==> src/rtl/dmem_port_arbiter.sv <==
`default_nettype none
// ============================================================================
// dmem_port_arbiter
//   Shares the single-port data memory between the MEM stage and the debug
//   unit. Defining DMEM_ARB_BURST_EN enables multi-word debug bursts.
//   Revision: 1.0
// ============================================================================
module dmem_port_arbiter #(
   parameter int ADDR_W     = 10,
   parameter int DATA_W     = 32,
   parameter int MEM_LAT    = 1,
   parameter int STARVE_MAX = 15
) (
   input  logic              clock,
   input  logic              reset,
   input  logic              pipe_re,
   input  logic              pipe_we,
   input  logic [ADDR_W-1:0] pipe_addr,
   input  logic [DATA_W-1:0] pipe_wdata,
   output logic [DATA_W-1:0] pipe_rdata,
   output logic              pipe_stall,
   input  logic              dbg_req,
   input  logic              dbg_we,
   input  logic [ADDR_W-1:0] dbg_addr,
   input  logic [DATA_W-1:0] dbg_wdata,
   input  logic [7:0]        dbg_len,
   output logic              dbg_ack,
   output logic [DATA_W-1:0] dbg_rdata,
   output logic              mem_we,
   output logic [ADDR_W-1:0] mem_addr,
   output logic [DATA_W-1:0] mem_din,
   input  logic [DATA_W-1:0] mem_dout
);

   localparam int ST_W  = $clog2(STARVE_MAX + 1);
   localparam int LAT_W = (MEM_LAT > 1) ? $clog2(MEM_LAT) : 1;

   typedef enum logic [1:0] {
      S_IDLE     = 2'd0,
      S_DBG_ACC  = 2'd1,
      S_DBG_WAIT = 2'd2,
      S_DBG_ACK  = 2'd3
   } state_t;

   state_t            state_q, state_d;
   logic [ST_W-1:0]   starve_q, starve_d;
   logic [LAT_W-1:0]  lat_q, lat_d;
   logic [ADDR_W-1:0] addr_q, addr_d;
   logic              we_q, we_d;
   logic              dbg_ack_q, dbg_ack_d;
   logic [DATA_W-1:0] dbg_rdata_q, dbg_rdata_d;
   logic              pipe_busy;
   logic              grant;
   logic              next_word;

`ifdef DMEM_ARB_BURST_EN
   logic [7:0]        len_q, len_d;
   logic [7:0]        word_q, word_d;

   assign next_word = dbg_req & (word_q != len_q);
`else
   logic              unused_dbg_len;

   assign unused_dbg_len = ^dbg_len;
   assign next_word      = 1'b0;
`endif

   assign pipe_busy = pipe_re | pipe_we;
   // A waiting request wins once it has starved for STARVE_MAX busy cycles.
   assign grant     = dbg_req & (~pipe_busy | (starve_q == ST_W'(STARVE_MAX)));

   always_comb begin
      state_d     = state_q;
      starve_d    = starve_q;
      lat_d       = lat_q;
      addr_d      = addr_q;
      we_d        = we_q;
      dbg_ack_d   = 1'b0;
      dbg_rdata_d = dbg_rdata_q;
`ifdef DMEM_ARB_BURST_EN
      len_d       = len_q;
      word_d      = word_q;
`endif
      case (state_q)
         S_IDLE: begin
            if (grant) begin
               state_d  = S_DBG_ACC;
               starve_d = '0;
               addr_d   = dbg_addr;
               we_d     = dbg_we;
`ifdef DMEM_ARB_BURST_EN
               len_d    = dbg_len;
               word_d   = 8'd0;
`endif
            end else if (dbg_req) begin
               starve_d = starve_q + ST_W'(1);
            end else begin
               starve_d = '0;
            end
         end
         S_DBG_ACC: begin
            if (we_q) begin
               state_d   = S_DBG_ACK;
               dbg_ack_d = 1'b1;
            end else begin
               state_d = S_DBG_WAIT;
               lat_d   = LAT_W'(MEM_LAT - 1);
            end
         end
         S_DBG_WAIT: begin
            if (lat_q == '0) begin
               state_d     = S_DBG_ACK;
               dbg_ack_d   = 1'b1;
               dbg_rdata_d = mem_dout;
            end else begin
               lat_d = lat_q - LAT_W'(1);
            end
         end
         S_DBG_ACK: begin
            if (next_word) begin
               state_d = S_DBG_ACC;
               addr_d  = addr_q + ADDR_W'(1);
`ifdef DMEM_ARB_BURST_EN
               word_d  = word_q + 8'd1;
`endif
            end else begin
               state_d = S_IDLE;
            end
         end
         default: state_d = S_IDLE;
      endcase
   end

   always_ff @(posedge clock or posedge reset) begin
      if (reset) begin
         state_q     <= S_IDLE;
         starve_q    <= '0;
         lat_q       <= '0;
         addr_q      <= '0;
         we_q        <= 1'b0;
         dbg_ack_q   <= 1'b0;
         dbg_rdata_q <= '0;
`ifdef DMEM_ARB_BURST_EN
         len_q       <= 8'd0;
         word_q      <= 8'd0;
`endif
      end else begin
         state_q     <= state_d;
         starve_q    <= starve_d;
         lat_q       <= lat_d;
         addr_q      <= addr_d;
         we_q        <= we_d;
         dbg_ack_q   <= dbg_ack_d;
         dbg_rdata_q <= dbg_rdata_d;
`ifdef DMEM_ARB_BURST_EN
         len_q       <= len_d;
         word_q      <= word_d;
`endif
      end
   end

   // Only DBG_ACC may write on behalf of debug; the pipeline never writes outside IDLE.
   always_comb begin
      if (state_q == S_IDLE) begin
         mem_we   = pipe_we;
         mem_addr = pipe_addr;
         mem_din  = pipe_wdata;
      end else begin
         mem_we   = (state_q == S_DBG_ACC) & we_q;
         mem_addr = addr_q;
         mem_din  = dbg_wdata;
      end
   end

   assign pipe_stall = (state_q != S_IDLE) & pipe_busy;
   assign pipe_rdata = mem_dout;
   assign dbg_ack    = dbg_ack_q;
   assign dbg_rdata  = dbg_rdata_q;

endmodule
`default_nettype wire

==> config.mk <==
export PLATFORM = sky130hd
export DESIGN_NAME = dmem_port_arbiter
export DESIGN_NICKNAME = d
export VERILOG_FILES = /design/src/rtl/dmem_port_arbiter.sv
export SDC_FILE = /design/constraint.sdc
export NUM_CORES = 1
export LEC_CHECK = 0
export BUFFER_PORTS_ARGS = -buffer_cell sky130_fd_sc_hd__clkbuf_2
export CAP_MARGIN = 25
export CORE_AREA = 2 2 93 95
export CTS_CLUSTER_DIAMETER = 80
export DETAILED_ROUTE_END_ITERATION = 6
export DIE_AREA = 0 0 95 97
export PLACE_DENSITY = 0.71
export SLEW_MARGIN = 15
export SYNTH_ARGS = -nofsm -noshare
export SYNTH_HDL_FRONTEND = slang
export SYNTH_SLANG_ARGS = --single-unit
==> constraint.sdc <==
create_clock -name clock -period 3.65 [get_ports clock]
set_input_delay 0.73 -clock clock [delete_from_list [all_inputs] [get_ports clock]]
set_output_delay 0.73 -clock clock [all_outputs]
set_load 0.005 [all_outputs]
Yosys cells after proc, flatten, opt, wreduce, memory -nomap -nowiden
Index checks and enable logic that the tools add are counted.
- bits in registers: 51
- output and inout bits: 109
- logic and storage cells: 45
- input port bits: 130
- equal/unequal tests: 7
- bitwise operators: 7
- mux-type cells: 15
- $add $sub $neg: 2
- reduce and logical (&&, ||, !) cells: 7
- operator list (kind ; count):
    $mux 32 ; 1
    $mux 10 ; 1
    $mux 4 ; 2
    $pmux 2 s4 ; 1
    $reduce_and 2->1 ; 4
    $mux 1 ; 6
    $ne 2x2->1 const B ; 3
    $add 4x1->4 const B ; 1
    $eq 2x2->1 const B ; 2
    $eq 4x4->1 const B ; 1
    $mux 2 ; 2
    $pmux 1 s2 ; 2
    $reduce_bool 2->1 ; 2
    $and 1x1->1 ; 3
    $eq 2x1->1 const B ; 1
    $logic_not 2->1 ; 1
    $not 1->1 ; 2
    $or 1x1->1 ; 2
    $sub 1x1->1 const B ; 1

Longest topological paths before layout
Gate-level depths: netlist of the first run.
- word-level depth: 6
- depth in mapped cells: 6
- gate-level depth less buffers: 5

Worst setup path before layout of the first run
Ideal clock, no wire load.
- path kind: register to output
- start point: register state_q[0]
- end point: output port mem_addr[1]
- cell stages (with the launch flop): 6
- arrival: 1.339 ns
- setup slack: 1.581 ns
- required time: 2.920 ns
- path buffers: 2
- path through: dfrtp_1 > inv_1 > ha_1 > buf_2 > buf_2 > mux2_2
- longest elaborated chain between the ends: 2
- RTL lines (item ; RTL line ; RTL):
    start, declared ; 45 ; state_t state_q, state_d;
    start signal, assigned ; 148 ; state_q <= state_d;
    $logic_not 2->1 ; 164 ; if (state_q == S_IDLE) begin
    $mux 10 ; 164 ;
    end, declared ; 30 ; output logic [ADDR_W-1:0] mem_addr,
No other way between the ends.

Worst setup path in the final report of the first run
- start point: register state_q[0]
- end point: output port mem_din[10]
- longest elaborated chain between the ends: 2
- RTL lines (item ; RTL line ; RTL):
    $logic_not 2->1 ; 164 ;
    $mux 32 ; 164 ;
    end, declared ; 31 ; output logic [DATA_W-1:0] mem_din,
No other way between the ends.

==> metrics.md, run 1 <==
| Metric | Value |
|---|---|
| Outcome | completed |
| Syn Std Cell Area | 0.00281 sq mm |
| Post-synthesis adder-cell area fraction | 0.0178 |
| Antenna Cells | 0 |
| WP data arrival | 2030 ps |
| Seq pwr share | 0.344 |
| Core box area | 0.00813 sq mm |
| Final wirelength | 6670 um |
| CTS Buffer Depth | 2 |
| Top post-synthesis cells by area | dfrtp_1 44%, mux2_2 31%, buf_4 8.5%, mux2_4 5.3%, ha_1 1.8% |
| Main combinational cell family by area after synthesis | multiplexers |
| DP Area | 0.00381 sq mm |
| CP Class | reg -> out |
| Post-Synth XOR/XNOR Area | 0 |
| Post-synthesis simple-gate area fraction | 0.0347 |
| Post-synth top area cell | dfrtp_1 |
| Actual slew at the worst max-slew pin | 844 ps |
| Synth Area per Inst | 13.1 sq um |
| Syn_nets | 348 |
| H-tree depth | 2 |
| Power share of the combinational group | 0.521 |
| Global-route wire length before repair | 10500 um |
| RSZ-0062 raised after global routing | no |
| P_int | 1920 uW |
| Post-synth ARST share | 1.00 |
| VDD IR max | 0.275 mV |
| Dpl hpwl | 5570 um |
| Mux share of post-synthesis cell area | 0.362 |
| Launching element type of the critical path | flip-flop |
| Highest clock rate | 362 MHz |
| Clock sink count | 50 |
| IO Port Bufs | 230 |
| 1st-iter DRT viols | 42 |
| Wirelength per Cell | 12.9 um |
| Overall Global Routing Usage | 0.142 |
| Area Growth Syn to Fin | 39.5% |
| Drt first pass iters | 4 |
| Io pins | 239 |
| Yosys reg bits | 50 |
| Setup crit end kind | output pin |
| Clk_lat worst skew | 300 ps |
| CP cell instances | inv_1 -> ha_2 -> buf_4 -> mux2_2 -> clkbuf_2 |
| PostCTS Resize Cnt | 0 |
| Fin nets | 544 |
| Crit-path max cell delay | 510 ps |
| Largest net degree at the start of global routing | 56 |
| Die width | 95 um |
| Number of setup buffers added after CTS | 0 |
| Fin crit share | 0.757 |
| Net Sw Frac | 0.319 |
| Critical path's slowest cell | buf_4 |
| Gpl congestion | 0.693 |
| Worst Hold Class | reg -> reg |
| Drc violations | 0 |
| Post-Syn Instances | 214 |
| Seq/Total Area, Yosys | 0.445 |
| Share of the synthesized area in the top cell type | 0.445 |
| DP Cell Count | 508 |
| Initial Utilization | 0.346 |
| Pwr Density | 717 mW/mm^2 |
| Final Hold Viols | 0 |
| Finished Core Util | 0.482 |
| Count of cell types in the netlist | 26 |
| CTS tree | built |
| Clock power frac | 0.134 |
| Num CTS Buffers | 5 |
| Worst-case clock skew | 9.98 ps |
| Tmin final | 2760 ps |
| Worst-path clk slew | 90 ps |
| Complex-gate fraction of the synthesized area | 0.0302 |
| Max-cap viol count | 0 |
| P_sw | 896 uW |
| Crit-path max FO | 55 |
| EDFF count, synth | 0 |
| Antenna violations before repair | 0 |
| Synth warn | 0 |
| Final Cell Area | 0.00392 sq mm |
| Root Buffer | clkbuf_8 |
| Filler instances | 772 |
| Vias in the first global route | 2321 |
| Routed Antenna Nets | 0 |
| Ys flop type | dfrtp_1 |
| Max-slew violations | 0 |
| Worst Path Required | 2920 ps |
| Die area | 0.00922 sq mm |
| Hold Buf Count CTS | 0 |
| Share of post-route cells with drive strength above 1 | 0.810 |
| Worst slew margin | 0.437 |
| Final TNS setup | 0 ps |
| Detailed-route vias per instance | 4.50 |
| Die Y | 97 um |
| Site Rows | 33 |
| Vias | 2323 |
| Final setup violation count | 0 |
| Grt total ovfl | 0 |
| Final Instance Count excl. Fillers | 516 |
| Static Leak | 0.00211 uW |
cell families (layout without fill, tap and decap cells):
family | Yosys count | after routing
fa+ha+maj | 4 | 4
flops | 50 | 50
simple gates | 17 | 17
mux | 87 | 87
compound gates | 10 | 10
buf+inv | 46 | 243
worst max-delay path: cells and delay by family (launching register included):
family | cells | cell delay (ps)
muxes | 1 | 400
DFF | 1 | 390
adders and majority gates | 1 | 170
buffers and inverters | 3 | 740
synthesized netlist by cell type, drive strengths merged, types with 2 or more instances:
cell / n
nand3: 2
o211ai: 2
mux2: 87
buf: 42
o21ai: 3
nand2: 2
inv: 3
nor3: 2
nor2b: 4
ha: 4
dfrtp: 50
nor2: 3
path summary, 6_finish.rpt:
| check | from | to | slack, ps | cells past startpoint |
|---|---|---|---|---|
| setup / recovery | state_q[0] | mem_din[10] | 890 | 5 |
| hold / removal | dbg_rdata[31] | dbg_rdata[31] | 510 | 1 |
| setup reg to reg | state_q[0] | state_q[0] | 1600 | 6 |
| hold reg to reg | dbg_rdata[31] | dbg_rdata[31] | 510 | 1 |
| max in group asynchronous | reset | dbg_rdata[31] | 2590 | 2 |
| min in group asynchronous | reset | dbg_rdata[3] | 530 | 2 |
sequential cells by signal, indices dropped and copies added, names as in the netlist:
register / cells
addr_q: 10
dbg_ack: 1
we_q: 1
state_q: 2
dbg_rdata: 32
starve_q: 4
layout by cell type (no fill, tap or decap):
| cell type | count |
|---|---|
| a311o_1 | 1 |
| a21oi_1 | 1 |
| o211ai_4 | 1 |
| mux2_2 | 77 |
| a21o_2 | 1 |
| bufinv_16 | 1 |
| clkbuf_8 | 5 |
| nor3b_1 | 1 |
| o211ai_1 | 1 |
| and3_4 | 1 |
| buf_4 | 2 |
| nand3_1 | 2 |
| o21ai_0 | 3 |
| or3b_1 | 1 |
| nor3_1 | 2 |
| dfrtp_1 | 50 |
| clkbuf_2 | 230 |
| mux2_4 | 10 |
| nand4_1 | 1 |
| inv_1 | 2 |
| nor2b_1 | 4 |
| nor2_1 | 3 |
| a41oi_1 | 1 |
| nand2_1 | 2 |
| ha_2 | 1 |
| clkinv_2 | 3 |
| a31o_2 | 1 |
| ha_1 | 3 |
power groups by stage:
stage,clock [uW],combinational (uW),sequential [uW]
after floorplan,0,942,975
after global placement,0,1460,968
after detailed placement,0,1500,981
after CTS,400,1500,974
after global routing,420,1620,1010
final,378,1470,968
stage by stage:
| stage | total power [uW] | worst slack [ps] | hold slack [ps] |
|---|---|---|---|
| finish | 2810 | 887 | 511 |
| global route | 3050 | 716 | 524 |
| CTS | 2870 | 855 | 517 |
| detailed placement | 2480 | 1200 | 493 |
| global placement | 2430 | 1250 | 490 |
| floorplan | 1920 | 1580 | 475 |
area by class of cell:
type | count | area (sq um) | share of cell area
timing repair buffer | 232 | 1170 | 0.297
multi-input combinational | 118 | 1250 | 0.319
sequential | 50 | 1250 | 0.319
tap | 105 | 131 | 0.0335
clock inverter | 3 | 40.0 | 0.0102
inverter | 3 | 12.5 | 0.00319
clock buffer | 5 | 68.8 | 0.0175
per-layer routing:
layer  vias up  routed length (um)  track usage
met3         5                 525       0.0389
met1      1075                2510        0.160
li1       1131                   -            -
met5         -                   0            0
met2       112                3610        0.260
met4         0                  25       0.0368
Note: power is estimated with default switching activity, not from simulation.
==> inputs of run 2 (changes only) <==
--- a/config.mk
+++ b/config.mk
@@ -5,13 +5,14 @@
 export SDC_FILE = /design/constraint.sdc
 export NUM_CORES = 1
 export LEC_CHECK = 0
+export ABC_AREA = 1
 export BUFFER_PORTS_ARGS = -buffer_cell sky130_fd_sc_hd__clkbuf_2
 export CAP_MARGIN = 25
-export CORE_AREA = 2 2 93 95
+export CORE_AREA = 2 2 92 94
 export CTS_CLUSTER_DIAMETER = 80
 export DETAILED_ROUTE_END_ITERATION = 6
-export DIE_AREA = 0 0 95 97
-export PLACE_DENSITY = 0.71
+export DIE_AREA = 0 0 94 96
+export PLACE_DENSITY = 0.73
 export SLEW_MARGIN = 15
 export SYNTH_ARGS = -nofsm -noshare
 export SYNTH_HDL_FRONTEND = slang
==> constraint.sdc (replaced) <==
create_clock -name clock -period 2.75 [get_ports clock]
set_input_delay 0.55 -clock clock [delete_from_list [all_inputs] [get_ports clock]]
set_output_delay 0.55 -clock clock [all_outputs]
set_load 0.005 [all_outputs]
==> run 2 against run 1 <==
Effect of this change: sequential share of layout area decreased by 0.34 points; non-clock buffer count increased by 2; die area decreased by 2.1%; largest power group unchanged; critical endpoint is now mem_din[13]; synthesized area increased by 1.7%; clock skew decreased by 8.0 ps.
==> metrics.md, run 2 <==
| Metric | Value |
|---|---|
| Final wirelength | 7660 um (+15%) |
| Die Y | 96 um (-1.0%) |
| Post-synth top area cell | dfrtp_1 |
| DP Area | 0.00382 sq mm (+0.33%) |
| Setup crit end kind | output pin |
| Post-synth ARST share | 1.00 (unchanged) |
| Routed Antenna Nets | 0 (unchanged) |
| Post-Syn Instances | 406 (+90%) |
| Vias in the first global route | 2658 (+15%) |
| Yosys reg bits | 50 (unchanged) |
| Worst Hold Class | in -> async |
| Final Cell Area | 0.00397 sq mm (+1.1%) |
| P_int | 2260 uW (+18%) |
| CTS Buffer Depth | 2 (unchanged) |
| Share of post-route cells with drive strength above 1 | 0.431 (-0.379) |
| Top post-synthesis cells by area | dfrtp_1 44%, nand2_1 33%, buf_4 8.7%, o21ai_2 3.4%, inv_1 2.4% |
| Drt first pass iters | 4 (unchanged) |
| Die area | 0.00902 sq mm (-2.1%) |
| Clk_lat worst skew | 290 ps (about the same) |
| Num CTS Buffers | 5 (unchanged) |
| Grt total ovfl | 0 (unchanged) |
| Pwr Density | 973 mW/mm^2 (+36%) |
| Die width | 94 um (-1.1%) |
| Area Growth Syn to Fin | 38.6% |
| Max FFs per register | 32 (unchanged) |
| Worst-case clock skew | 1.96 ps (-8.02 ps) |
| R2r worst-path depth | 5 (-1) |
| R2r setup slk | 990 ps (-610 ps) |
| Drc violations | 0 (unchanged) |
| Global-route wire length before repair | 11600 um (+10%) |
| Root Buffer | clkbuf_8 |
| Outcome | completed |
| IO Port Bufs | 230 (unchanged) |
| Worst-path clk slew | 90 ps (about the same) |
| Syn_nets | 540 (+55%) |
| RSZ-0062 raised after global routing | no |
| Antenna violations before repair | 0 (unchanged) |
| Site Rows | 33 (unchanged) |
| Seq pwr share | 0.332 (-0.012) |
| Final setup violation count | 0 (unchanged) |
| P_sw | 1600 uW (+78%) |
| Number of setup buffers added after CTS | 0 (unchanged) |
| VDD IR max | 0.396 mV (+44%) |
| Final Hold Viols | 0 (unchanged) |
| Crit-path max FO | 48 (-13%) |
| Actual slew at the worst max-slew pin | 707 ps (-138 ps) |
| Gpl congestion | 0.789 (+14%) |
| Share of the synthesized area in the top cell type | 0.437 (-0.00739) |
| CP Class | reg -> out |
| Pwr Total | 3860 uW (+37%) |
| Count of cell types in the netlist | 19 (-27%) |
| CTS tree | built |
| FF-to-FF Start | state_q[0] |
| Worst Path Required | 2200 ps (-720 ps) |
| Crit path from | state_q[0] |
| Seq/Total Area, Yosys | 0.437 (-0.00739) |
| H-tree depth | 2 (unchanged) |
| Most common cell after layout, fill and taps aside | nand2_1 |
| Power share of the combinational group | 0.533 (+0.012) |
| WP data arrival | 1940 ps (-90 ps) |
| Max-slew violations | 0 (unchanged) |
| Core box area | 0.00805 sq mm (-1.0%) |
| Setup slack at placement | 562 ps (-641 ps) |
| Post-synth top cells | 253 x nand2_1, 50 x dfrtp_1, 33 x buf_4 |
| Max-cap viol count | 0 (unchanged) |
| Synth warn | 0 (unchanged) |
| Launching element type of the critical path | flip-flop |
| Largest net degree at the start of global routing | 49 (-13%) |
| Io pins | 239 (unchanged) |
| Worst Setup EP | mem_din[13] |
| Final Instance Count excl. Fillers | 701 (+36%) |
| Overall Global Routing Usage | 0.161 (+0.0186) |
| Clock sink count | 50 (unchanged) |
| Synth Area per Inst | 7.04 sq um (-46%) |
| EDFF count, synth | 0 (unchanged) |
| Worst slew margin | 0.528 (+0.0911) |
| Static Leak | 0.00258 uW (+22%) |
| Hold Buf Count CTS | 0 (unchanged) |
| 1st-iter DRT viols | 56 (+33%) |
| Final TNS setup | 0 ps (unchanged) |
| Syn Std Cell Area | 0.00286 sq mm (+1.7%) |
| DP Cell Count | 693 (+36%) |
| Final worst slack | 262 ps (-625 ps) |
| Initial Utilization | 0.355 (+0.00945) |
| Fin crit share | 0.905 |
| Most numerous cell in the Yosys netlist | nand2_1 |
| Fin nets | 730 (+34%) |
| Highest clock rate | 402 MHz |
| Net Sw Frac | 0.414 (+0.0951) |
| Wirelength per Cell | 10.9 um (-16%) |
| Vias | 3038 (+31%) |
| Commonest non-fill, non-tap cells in the layout | 253 x nand2_1, 230 x clkbuf_2, 50 x dfrtp_1, 17 x inv_1, 11 x o21ai_2 |
| Tmin final | 2490 ps |
| Antenna Cells | 0 (unchanged) |
| Dpl hpwl | 6250 um (+12%) |
| PostCTS Resize Cnt | 0 (unchanged) |
| Clock power frac | 0.135 (about the same) |
| RR Endpoint | addr_q[9] |
| Ys flop type | dfrtp_1 |
| Detailed-route vias per instance | 4.33 (-3.7%) |
run 2: power groups by stage:
stage / clock [uW] / sequential (uW) / combinational (uW)
after detailed placement: 0 / 1290 / 2070
after floorplan: 0 / 1290 / 1220
after global routing: 570 / 1330 / 2390
after CTS: 541 / 1290 / 2060
final: 521 / 1280 / 2050
after global placement: 0 / 1280 / 2000
run 2: worst max-delay path, stage by stage (launching register included):
cell	delay [ps]
dfrtp_1	380
inv_1	70
ha_2	290
inv_2	560
nand2_1	130
nand2_1	90
clkbuf_2	110
run 2: routing by layer:
metal	vias to the layer above	global-route usage	part of all wire
met2	146	0.304	0.51
met1	1324	0.187	0.39
met3	5	0.0329	0.091
met4	0	0.0362	0.0090
li1	1563	-	-
met5	-	0	0
run 2: area by class of cell:
class,count,area (sq um)
clock inverters,1,30.0
clock buffers,6,82.6
flip-flops and latches,50,1250
well taps,105,131
multi-input cells,285,1190
repair buffers,234,1200
inverters,20,75.1
fillers,810,4090
run 2: worst min-delay path by stage:
stage,startpoint,to,slack (ps),cells after the start
global route,reset,dbg_rdata[10],280,2
CTS,reset,dbg_rdata[18],260,2
detailed placement,dbg_rdata[28],dbg_rdata[28],460,2
finish,reset,dbg_rdata[18],250,2
global placement,dbg_rdata[1],dbg_rdata[1],460,2
floorplan,we_q,we_q,450,2
run 2: logic make-up (layout without fill, tap and decap cells):
family,count (synthesis),after routing,synth area share
compound gates,18,18,0.0468
xor+xnor,1,1,0.00306
fa+ha+maj,4,4,0.0175
buf+inv,71,261,0.146
flops,50,50,0.437
simple gates,262,262,0.349
run 2: through the flow:
step / util / hold WS (ps)
4_1_cts: 0.489 / 258
3_5_place_dp: 0.475 / 457
5_1_grt: 0.492 / 284
3_3_place_gp: 0.475 / 455
6_report: 0.492 / 247
2_1_floorplan: - / 455
==> inputs of run 3 (changes only) <==
--- a/config.mk
+++ b/config.mk
@@ -9,10 +9,10 @@
 export BUFFER_PORTS_ARGS = -buffer_cell sky130_fd_sc_hd__clkbuf_2
 export CAP_MARGIN = 25
 export CORE_AREA = 2 2 92 94
-export CTS_CLUSTER_DIAMETER = 80
 export DETAILED_ROUTE_END_ITERATION = 6
 export DIE_AREA = 0 0 94 96
 export PLACE_DENSITY = 0.73
+export SETUP_SLACK_MARGIN = 0.5
 export SLEW_MARGIN = 15
 export SYNTH_ARGS = -nofsm -noshare
 export SYNTH_HDL_FRONTEND = slang
==> run 3 against run 2 <==
Effect of this change: maximum frequency is 17% higher; total power rose by 1.5%; largest power group unchanged; critical path depth unchanged; cell count is 0.14% higher; flip-flop and latch count unchanged; sequential power about the same; clock skew barely moved; final area rose by 0.76%; setup slack improved by 360 ps; hold slack got worse by 0.52 ps.
==> metrics.md, run 3 (same netlist as run 2, synthesis figures left out) <==
| Metric | Value |
|---|---|
| Outcome | completed |
| Clock sink count | 50 (unchanged) |
| Antenna violations before repair | 0 (unchanged) |
| VDD IR max | 0.397 mV (+0.24%) |
| Site Rows | 33 (unchanged) |
| 1st-iter DRT viols | 56 (unchanged) |
| WP data arrival | 1580 ps (-360 ps) |
| Die Y | 96 um (unchanged) |
| CTS tree | built |
| Global-route wire length before repair | 11600 um (about the same) |
| Routed Antenna Nets | 0 (unchanged) |
| Root Buffer | clkbuf_8 |
| CP Class | reg -> out |
| Die width | 94 um (unchanged) |
| Final setup violation count | 0 (unchanged) |
| Largest net degree at the start of global routing | 49 (unchanged) |
| Final TNS setup | 0 ps (unchanged) |
| Gpl congestion | 0.789 (unchanged) |
| Wirelength per Cell | 10.9 um (about the same) |
| Critical path's slowest cell | dfrtp_1 |
| Detailed-route vias per instance | 4.33 (about the same) |
| Drc violations | 0 (unchanged) |
| Highest clock rate | 470 MHz (+17%) |
| Fin nets | 731 (+0.14%) |
| Clk_lat worst skew | 290 ps (about the same) |
| Pwr Density | 979 mW/mm^2 (+0.69%) |
| Vias | 3043 (+0.16%) |
| Setup slack at placement | 562 ps (unchanged) |
| Io pins | 239 (unchanged) |
| Crit-path max cell delay | 400 ps (-160 ps) |
| Worst Hold Class | in -> async |
| Die area | 0.00902 sq mm (unchanged) |
| RSZ-0062 raised after global routing | no |
| Antenna Cells | 0 (unchanged) |
| H-tree depth | 2 (unchanged) |
| Worst slew margin | 0.658 (+0.130) |
| Worst Path Required | 2200 ps (about the same) |
| Vias in the first global route | 2655 (-0.11%) |
| Initial Utilization | 0.355 (unchanged) |
| Final wirelength | 7670 um (+0.21%) |
| Worst-case clock skew | 2.31 ps (+0.349 ps) |
| Crit-path max FO | 35 (-27%) |
| Share of post-route cells with drive strength above 1 | 0.432 (+0.000953) |
| IO Port Bufs | 230 (unchanged) |
| Max FFs per register | 32 (unchanged) |
| Static Leak | 0.00259 uW (+0.39%) |
| DP Cell Count | 693 (unchanged) |
| DP Area | 0.00382 sq mm (unchanged) |
| Final Instance Count excl. Fillers | 702 (+0.14%) |
| Final worst slack | 620 ps (+358 ps) |
| Launching element type of the critical path | flip-flop |
| Fin crit share | 0.774 (-0.130) |
| Commonest non-fill, non-tap cells in the layout | 253 x nand2_1, 230 x clkbuf_2, 50 x dfrtp_1, 17 x inv_1, 11 x o21ai_2 |
| Dpl hpwl | 6250 um (unchanged) |
| Worst-path clk slew | 90 ps (about the same) |
| Final Hold Viols | 0 (unchanged) |
| Area Growth Syn to Fin | 39.7% |
| Max-slew violations | 0 (unchanged) |
| Core box area | 0.00805 sq mm (unchanged) |
| Num CTS Buffers | 5 (unchanged) |
| Grt total ovfl | 0 (unchanged) |
| Tmin final | 2130 ps (-358 ps) |
| CTS Buffer Depth | 2 (unchanged) |
| Overall Global Routing Usage | 0.161 (-0.000167) |
| Actual slew at the worst max-slew pin | 512 ps (-195 ps) |
| Setup crit end kind | output pin |
| Max-cap viol count | 0 (unchanged) |
| Most common cell after layout, fill and taps aside | nand2_1 |
| CP cell instances | inv_1 -> ha_4 -> buf_8 -> nand2_1 -> o21ai_0 -> clkbuf_2 |
| Final Cell Area | 0.00400 sq mm (+0.76%) |
| Drt first pass iters | 4 (unchanged) |
-- run 3: worst paths after layout --
check	startpoint	endpoint	slack [ps]	cells after the start
min in group clock	mem_dout[14]	dbg_rdata[14]	460	3
worst min-delay path	reset	dbg_rdata[18]	250	2
worst min register to register	dbg_rdata[28]	dbg_rdata[28]	480	2
worst max-delay path	state_q[1]	mem_we	620	6
worst max register to register	state_q[0]	dbg_rdata[6]	1090	6
max in group asynchronous	reset	addr_q[4]	1770	3
-- run 3: repair_timing --
action | 4_1_cts | 5_1_grt
pin swaps | 0 | 1
resized for setup | 4 | 1
hold buffers | 0 | 0
buffers inserted | 0 | 1
setup endpoints to repair | 44 | 43
-- run 3: final cells by class --
type | instances | area (sq um)
clock buffer | 6 | 82.6
tap | 105 | 131
fill | 809 | 4060
clock inverter | 1 | 30.0
sequential | 50 | 1250
inverter | 20 | 80.1
multi-input combinational | 285 | 1200
timing repair buffer | 235 | 1220
-- run 3: where the power goes --
part | switching, uW | internal, uW
combinational | 1190 | 922
sequential | 195 | 1090
clock | 231 | 291
-- run 3: per-layer routing --
layer,track usage,wire length [um],vias up
li1,-,-,1564
met1,0.186,3020,1328
met2,0.304,3890,146
met5,0,0,-
met4,0.0362,69,0
met3,0.0329,695,5
-- run 3: worst max-delay path, delay by kind of cell (launching register included) --
kind            cells  cell delay (ps)
buf+inv             3              500
flops               1              400
simple gates        1               60
compound gates      1               80
fa+ha+maj           1              230
-- run 3: through the flow --
stage / util / power (uW) / hold slack [ps]
final: 0.496 / 3910 / 247
after floorplan: - / 2500 / 455
after detailed placement: 0.475 / 3360 / 457
after CTS: 0.492 / 3920 / 258
after global routing: 0.496 / 4350 / 284
after global placement: 0.475 / 3290 / 455
